<file path="src/rtl/src_gen_pkg.sv">
// Shared definitions for the source_gen2 test-data source: mode encodings,
// LFSR tap masks and default seeds.
package src_gen_pkg;

  typedef enum logic [1:0] {
    MODE_PRBS = 2'd0,
    MODE_CNT  = 2'd1,
    MODE_PAT  = 2'd2,
    MODE_RSVD = 2'd3
  } mode_e;

  // Feedback taps: x16 taps 15,13,12,10; x32 taps 31,21,1,0
  localparam logic [15:0] LFSR16_TAPS = 16'hB400;
  localparam logic [31:0] LFSR32_TAPS = 32'h8020_0003;

  localparam logic [15:0] DEF_SEED16 = 16'hACE1;
  localparam logic [31:0] DEF_SEED32 = 32'hDEADBEEF;

  // Reserved encoding falls back to PRBS
  function automatic mode_e decode_mode(input logic [1:0] m);
    case (m)
      2'd1:    return MODE_CNT;
      2'd2:    return MODE_PAT;
      default: return MODE_PRBS;
    endcase
  endfunction

endpackage

</file>
<file path="src/rtl/lfsr_multistep.sv">
// Fibonacci LFSR advanced STEPS times in one cycle. Each step emits the
// current MSB and shifts in the XOR of the tapped bits at the LSB.
// bits_o[STEPS-1] is the first bit produced.
module lfsr_multistep #(
  parameter int           W     = 16,
  parameter logic [W-1:0] TAPS  = '0,
  parameter int           STEPS = 8
) (
  input  logic [W-1:0]     state_i,
  output logic [W-1:0]     next_o,
  output logic [STEPS-1:0] bits_o
);

  logic [W-1:0] s_c;

  // Unrolled shift chain
  always_comb begin
    s_c    = state_i;
    bits_o = '0;
    for (int i = 0; i < STEPS; i++) begin
      bits_o[STEPS-1-i] = s_c[W-1];
      s_c = {s_c[W-2:0], ^(s_c & TAPS)};
    end
    next_o = s_c;
  end

endmodule

</file>
<file path="src/rtl/source_gen2.sv">
// AXI-Stream test-data source: PRBS (x16 ^ x32 LFSRs), counter ramp or fixed
// pattern, framed with tlast every FRAME_LEN beats.
// Optional macro SRC_SEED_LOAD_EN adds run-time LFSR reseeding ports.
module source_gen2
  import src_gen_pkg::*;
#(
  parameter int          DATA_W    = 8,
  parameter int          FRAME_LEN = 8,
  parameter logic [15:0] SEED16    = DEF_SEED16,
  parameter logic [31:0] SEED32    = DEF_SEED32
) (
  input  logic              aclk,
  input  logic              aresetn,
  input  logic              enable,
  input  logic [1:0]        mode,
  input  logic [DATA_W-1:0] pattern,
  input  logic              m_tready,
`ifdef SRC_SEED_LOAD_EN
  input  logic              seed_load,
  input  logic [15:0]       seed16,
  input  logic [31:0]       seed32,
`endif
  output logic [DATA_W-1:0] m_tdata,
  output logic              m_tvalid,
  output logic              m_tlast,
  output logic [15:0]       frame_cnt
);

  localparam int CNT_W = (FRAME_LEN > 1) ? $clog2(FRAME_LEN) : 1;
  localparam logic [CNT_W-1:0] LAST_BEAT = CNT_W'(FRAME_LEN - 1);

  logic [15:0]       lfsr16_q, lfsr16_d, l16_nxt;
  logic [31:0]       lfsr32_q, lfsr32_d, l32_nxt;
  logic [DATA_W-1:0] b16, b32;
  logic [CNT_W-1:0]  beat_q, beat_d;
  logic [DATA_W-1:0] ramp_q, ramp_d;
  mode_e             mode_q, mode_d, cur_mode;
  logic [DATA_W-1:0] pat_q, pat_d, cur_pat;
  logic [DATA_W-1:0] tdata_q, tdata_d, word;
  logic              tvalid_q, tvalid_d;
  logic              tlast_q, tlast_d;
  logic [15:0]       fcnt_q, fcnt_d;
  logic              seed_ld, load;

`ifdef SRC_SEED_LOAD_EN
  assign seed_ld = seed_load;
`else
  assign seed_ld = 1'b0;
`endif

  lfsr_multistep #(.W(16), .TAPS(LFSR16_TAPS), .STEPS(DATA_W)) u_l16 (
    .state_i (lfsr16_q),
    .next_o  (l16_nxt),
    .bits_o  (b16)
  );

  lfsr_multistep #(.W(32), .TAPS(LFSR32_TAPS), .STEPS(DATA_W)) u_l32 (
    .state_i (lfsr32_q),
    .next_o  (l32_nxt),
    .bits_o  (b32)
  );

  // Mode/pattern are only re-sampled at a frame boundary; the first beat of a
  // frame already uses the newly presented values.
  assign cur_mode = (beat_q == '0) ? decode_mode(mode) : mode_q;
  assign cur_pat  = (beat_q == '0) ? pattern : pat_q;

  // A reseed takes the cycle: it suppresses the load so no beat is built from
  // a half-updated generator state.
  assign load = enable && (!tvalid_q || m_tready) && !seed_ld;

  // Next-state: handshake retire, beat generation, optional reseed
  always_comb begin
    lfsr16_d = lfsr16_q;
    lfsr32_d = lfsr32_q;
    beat_d   = beat_q;
    ramp_d   = ramp_q;
    mode_d   = mode_q;
    pat_d    = pat_q;
    tdata_d  = tdata_q;
    tvalid_d = tvalid_q;
    tlast_d  = tlast_q;
    fcnt_d   = fcnt_q;
    word     = '0;

    if (tvalid_q && m_tready) begin
      tvalid_d = 1'b0;
      if (tlast_q) fcnt_d = fcnt_q + 16'd1;
    end

    if (load) begin
      if (beat_q == '0) begin
        mode_d = cur_mode;
        pat_d  = cur_pat;
      end
      case (cur_mode)
        MODE_CNT: begin
          word   = ramp_q;
          ramp_d = ramp_q + DATA_W'(1);
        end
        MODE_PAT: word = cur_pat;
        default: begin
          word     = b16 ^ b32;
          lfsr16_d = l16_nxt;
          lfsr32_d = l32_nxt;
        end
      endcase
      tdata_d  = word;
      tvalid_d = 1'b1;
      tlast_d  = (beat_q == LAST_BEAT);
      beat_d   = (beat_q == LAST_BEAT) ? '0 : beat_q + CNT_W'(1);
    end

`ifdef SRC_SEED_LOAD_EN
    if (seed_load) begin
      lfsr16_d = (seed16 == '0) ? SEED16 : seed16;
      lfsr32_d = (seed32 == '0) ? SEED32 : seed32;
      beat_d   = '0;
      ramp_d   = '0;
    end
`endif
  end

  // State registers with synchronous active-low reset
  always_ff @(posedge aclk) begin
    if (!aresetn) begin
      lfsr16_q <= SEED16;
      lfsr32_q <= SEED32;
      beat_q   <= '0;
      ramp_q   <= '0;
      mode_q   <= MODE_PRBS;
      pat_q    <= '0;
      tdata_q  <= '0;
      tvalid_q <= 1'b0;
      tlast_q  <= 1'b0;
      fcnt_q   <= '0;
    end else begin
      lfsr16_q <= lfsr16_d;
      lfsr32_q <= lfsr32_d;
      beat_q   <= beat_d;
      ramp_q   <= ramp_d;
      mode_q   <= mode_d;
      pat_q    <= pat_d;
      tdata_q  <= tdata_d;
      tvalid_q <= tvalid_d;
      tlast_q  <= tlast_d;
      fcnt_q   <= fcnt_d;
    end
  end

  assign m_tdata   = tdata_q;
  assign m_tvalid  = tvalid_q;
  assign m_tlast   = tlast_q;
  assign frame_cnt = fcnt_q;

endmodule

</file>
<file path="config.mk">
export PLATFORM = sky130hd
export DESIGN_NAME = source_gen2
export DESIGN_NICKNAME = d
export VERILOG_FILES = /design/src/rtl/src_gen_pkg.sv /design/src/rtl/lfsr_multistep.sv /design/src/rtl/source_gen2.sv
export SDC_FILE = /design/constraint.sdc
export NUM_CORES = 1
export LEC_CHECK = 0
export ABC_AREA = 1
export CAP_MARGIN = 20
export CORE_MARGIN = 2
export CORE_UTILIZATION = 59
export DETAILED_ROUTE_END_ITERATION = 8
export HOLD_SLACK_MARGIN = 0.06
export PLACE_DENSITY = 0.78
export SETUP_SLACK_MARGIN = 0.05
export SLEW_MARGIN = 20
export SYNTH_ARGS = -nofsm -noshare
export SYNTH_HDL_FRONTEND = slang
export SYNTH_HIERARCHICAL = 1
export SYNTH_SLANG_ARGS = --single-unit
</file>
<file path="constraint.sdc">
create_clock -name aclk -period 2.8 [get_ports aclk]
set_input_delay 0.84 -clock aclk [delete_from_list [all_inputs] [get_ports aclk]]
set_output_delay 0.84 -clock aclk [all_outputs]
set_load 0.01 [all_outputs]
</file>
==> impl_metrics.env <==
export IMPL_dr_total_vias=4726
export IMPL_synth_area_leader_cell="dfxtp_1"
export IMPL_dpl_hpwl_um=7616
export IMPL_drt_iter0_drc=207
export IMPL_slew_limit_headroom_pct=55.37
export IMPL_overflow=0
export IMPL_power_density_nw_per_um2=645.4
export IMPL_final_max_slew_viol_count=0
export IMPL_post_cts_buffers=0
export IMPL_grt_pass1_vias=4066
export IMPL_irDropWorstVdd_v=0.0003142
export IMPL_r2r_start="beat_q[0]$_SDFFE_PN0N_"
export IMPL_ant_nets=0
export IMPL_r2r_cells=12
export IMPL_layout_commonest_cell="nand2_1"
export IMPL_root_buffer="clkbuf_8"
export IMPL_viasPerCell=5.234
export IMPL_syn_num_nets=828
export IMPL_start_util_pct=59.89
export IMPL_gp_congestion=0.8427
export IMPL_grt_usage_pct=22.19
export IMPL_r2r_end="lfsr16_q[13]$_SDFFE_PN1P_"
export IMPL_grt_pass1_wl_um=18130
export IMPL_endpoint_kind="flip-flop"
export IMPL_die_w_um=100.2
export IMPL_areaGrowthSynthToFinish_pct=5.505
export IMPL_cts_hold_buffers=0
export IMPL_clock_fmax_mhz=429.8
export IMPL_final_setup_tns_ns=0
export IMPL_cts_buffer_depth=2
export IMPL_final_area_um2=5756
export IMPL_cts_resized=0
export IMPL_drt_wl_total_um=10800
export IMPL_rrSetupSlack_ns=0.65
export IMPL_cts_inserted_buffers=9
export IMPL_outcome="finished, final reports clean"
export IMPL_core_rowCount=35
export IMPL_path_max_fanout=36
export IMPL_hold_path_class="flip-flop to flip-flop"
export IMPL_crit_type="input port to flip-flop"
export IMPL_cp_start_kind="input port"
export IMPL_nNetsFinal=809
export IMPL_syn_inst=807
export IMPL_fin_crit_sh_pct=83.09
export IMPL_yosysUniqueCellTypes=37
export IMPL_post_drt_wl_per_cell_um=11.96
export IMPL_dpl_worst_slack_ns=0.1200
export IMPL_antenna_cells=0
export IMPL_tightest_slew_ns=0.6695
export IMPL_rsz0062_at_grt="false"
export IMPL_dr_pass1_iters=5
export IMPL_arrival_ns=2.54
export IMPL_ys_ff_latch=95
export IMPL_drc=0
export IMPL_postSynthAreaPerCell_um2=6.760
export IMPL_worstPathRequired_ns=3.01
export IMPL_cp_startpoint="mode[0]"
export IMPL_grt_max_degree=66
export IMPL_cts_tree="built"
export IMPL_endpoint="lfsr16_q[13]$_SDFFE_PN1P_"
export IMPL_worst_skew_pair_late_latency_ns=0.37
export IMPL_mostFrequentLayoutCells="nand2_1, dfxtp_1, inv_1"
export IMPL_cts_max_level=3
export IMPL_ios=40
export IMPL_io_buffers=39
export IMPL_ys_top_cells_by_area="dfxtp_1, nand2_1, buf_4"
export IMPL_synth_area_um2=5455
export IMPL_synth_warnings=6
export IMPL_seq_area_frac_synth_pct=34.86
export IMPL_finalHoldViolCount=0
export IMPL_yosysTopAreaCellShare_pct=34.86
export IMPL_clkTransAtPathRegs_ns=0.09
export IMPL_maxCapViolCount=0
export IMPL_antenna_found_initial=0
export IMPL_skew_ns=0.01151
export IMPL_whs_ns=0.4558
export IMPL_p_leak_nw=2.682
export IMPL_die_height_um=100.2
export IMPL_fin_ws_ns=0.4734
export IMPL_numClockSinks=95
export IMPL_drive_gt1_share_pct=9.722
export IMPL_setup_viol=0
export IMPL_min_period_ns=2.327
export IMPL_die_area_um2=10030
export IMPL_core_um2=9109
export IMPL_placed_area_um2=5537
==> kinds of logic after synthesis <==
logic type,synth area share [%]
simple gates,33.07
buf+inv,15.96
compound gates,10.64
flops,34.86
xor+xnor,3.853
fa+ha+maj,1.605
==> how the worst min path moves through the flow <==
stage	from	endpoint	slack, ns	cells past startpoint
after floorplan	mode_q[0]$_SDFFE_PN0P_	mode_q[0]$_SDFFE_PN0P_	0.42	2
after global placement	lfsr32_q[22]$_SDFFE_PN0P_	lfsr32_q[30]$_SDFFE_PN1P_	0.44	2
after detailed placement	lfsr32_q[5]$_SDFFE_PN1P_	lfsr32_q[13]$_SDFFE_PN1P_	0.44	2
after CTS	lfsr32_q[7]$_SDFFE_PN1P_	lfsr32_q[15]$_SDFFE_PN1P_	0.46	2
after global routing	lfsr32_q[22]$_SDFFE_PN0P_	lfsr32_q[22]$_SDFFE_PN0P_	0.48	2
final	lfsr32_q[7]$_SDFFE_PN1P_	lfsr32_q[15]$_SDFFE_PN1P_	0.46	2
==> worst max-delay path, stage by stage <==
cell and delay, ns:
clkdlybuf4s50_1 0.47, nand2_1 0.06, inv_1 0.07, nand2_1 0.05
o21ai_0 0.11, inv_1 0.08, ha_1 0.34, nand2_2 0.13
inv_2 0.07, buf_12 0.17, nand2_1 0.07, nand3_1 0.07
==> routing by layer <==
metal | share of wire, % | global-route usage, % | up-vias
li1 | - | - | 2434
met1 | 47 | 29.87 | 2168
met2 | 47 | 36.34 | 104
met3 | 3.7 | 2.925 | 20
met4 | 2.1 | 8.535 | 0
met5 | 0 | 0 | -
==> synthesized netlist by cell type <==
| cell type | number |
|---|---|
| nand2_1 | 286 |
| clkinv_2 | 1 |
| a21boi_0 | 1 |
| nor3_2 | 3 |
| buf_1 | 1 |
| o21ai_0 | 24 |
| nand4_2 | 1 |
| xor2_1 | 5 |
| o211ai_1 | 8 |
| nor2_4 | 3 |
| nor4_2 | 1 |
| nand3_4 | 2 |
| buf_4 | 54 |
| nand4_1 | 3 |
| dfxtp_1 | 95 |
| a31oi_1 | 1 |
| a21oi_4 | 1 |
| buf_2 | 11 |
| nor3_1 | 1 |
| buf_6 | 6 |
| nor2_1 | 55 |
| nor2_2 | 2 |
| nor3_4 | 1 |
| xnor2_1 | 19 |
| nor4_1 | 1 |
| nand2_4 | 1 |
| a211oi_2 | 8 |
| nor3b_1 | 1 |
| inv_2 | 11 |
| nand3_1 | 48 |
| a21oi_1 | 52 |
| ha_1 | 7 |
| or2b_1 | 1 |
| nand2_2 | 12 |
| clkbuf_1 | 11 |
| inv_1 | 67 |
| o21ai_1 | 2 |
==> state kept, by name, summed over array words and instances, names as in the netlist, 2 cells and up <==
signal / count
beat_q: 3
frame_cnt: 16
lfsr16_q: 16
lfsr32_q: 32
m_tdata: 8
mode_q: 2
pat_q: 8
ramp_q: 8
==> stage by stage <==
stage               power, mW  utilization (%)  std cells
CTS                     3.735            63.19        903
global route            3.951            63.19        903
floorplan               2.606                -        807
detailed placement      2.732            60.78        888
global placement        2.696            60.78        888
finish                  3.715            63.19        903
==> where the power goes <==
part / switching (mW) / internal (mW) / leakage (nW)
Combinational: 0.641 / 0.435 / 1.79
Sequential: 0.147 / 1.49 / 0.780
Clock: 0.478 / 0.524 / 0.109
Total: 1.27 / 2.45 / 2.68
==> layout make-up <==
cell class	count	area, um^2
Clock buffer	10	137.6
Clock inverter	5	81.33
Fill cell	822	3353
Inverter	79	297.8
Multi-Input combinational cell	550	2683
Sequential cell	95	1902
Tap cell	111	138.9
Timing Repair Buffer	53	515.5
Note: power is estimated with default switching activity, not from simulation.
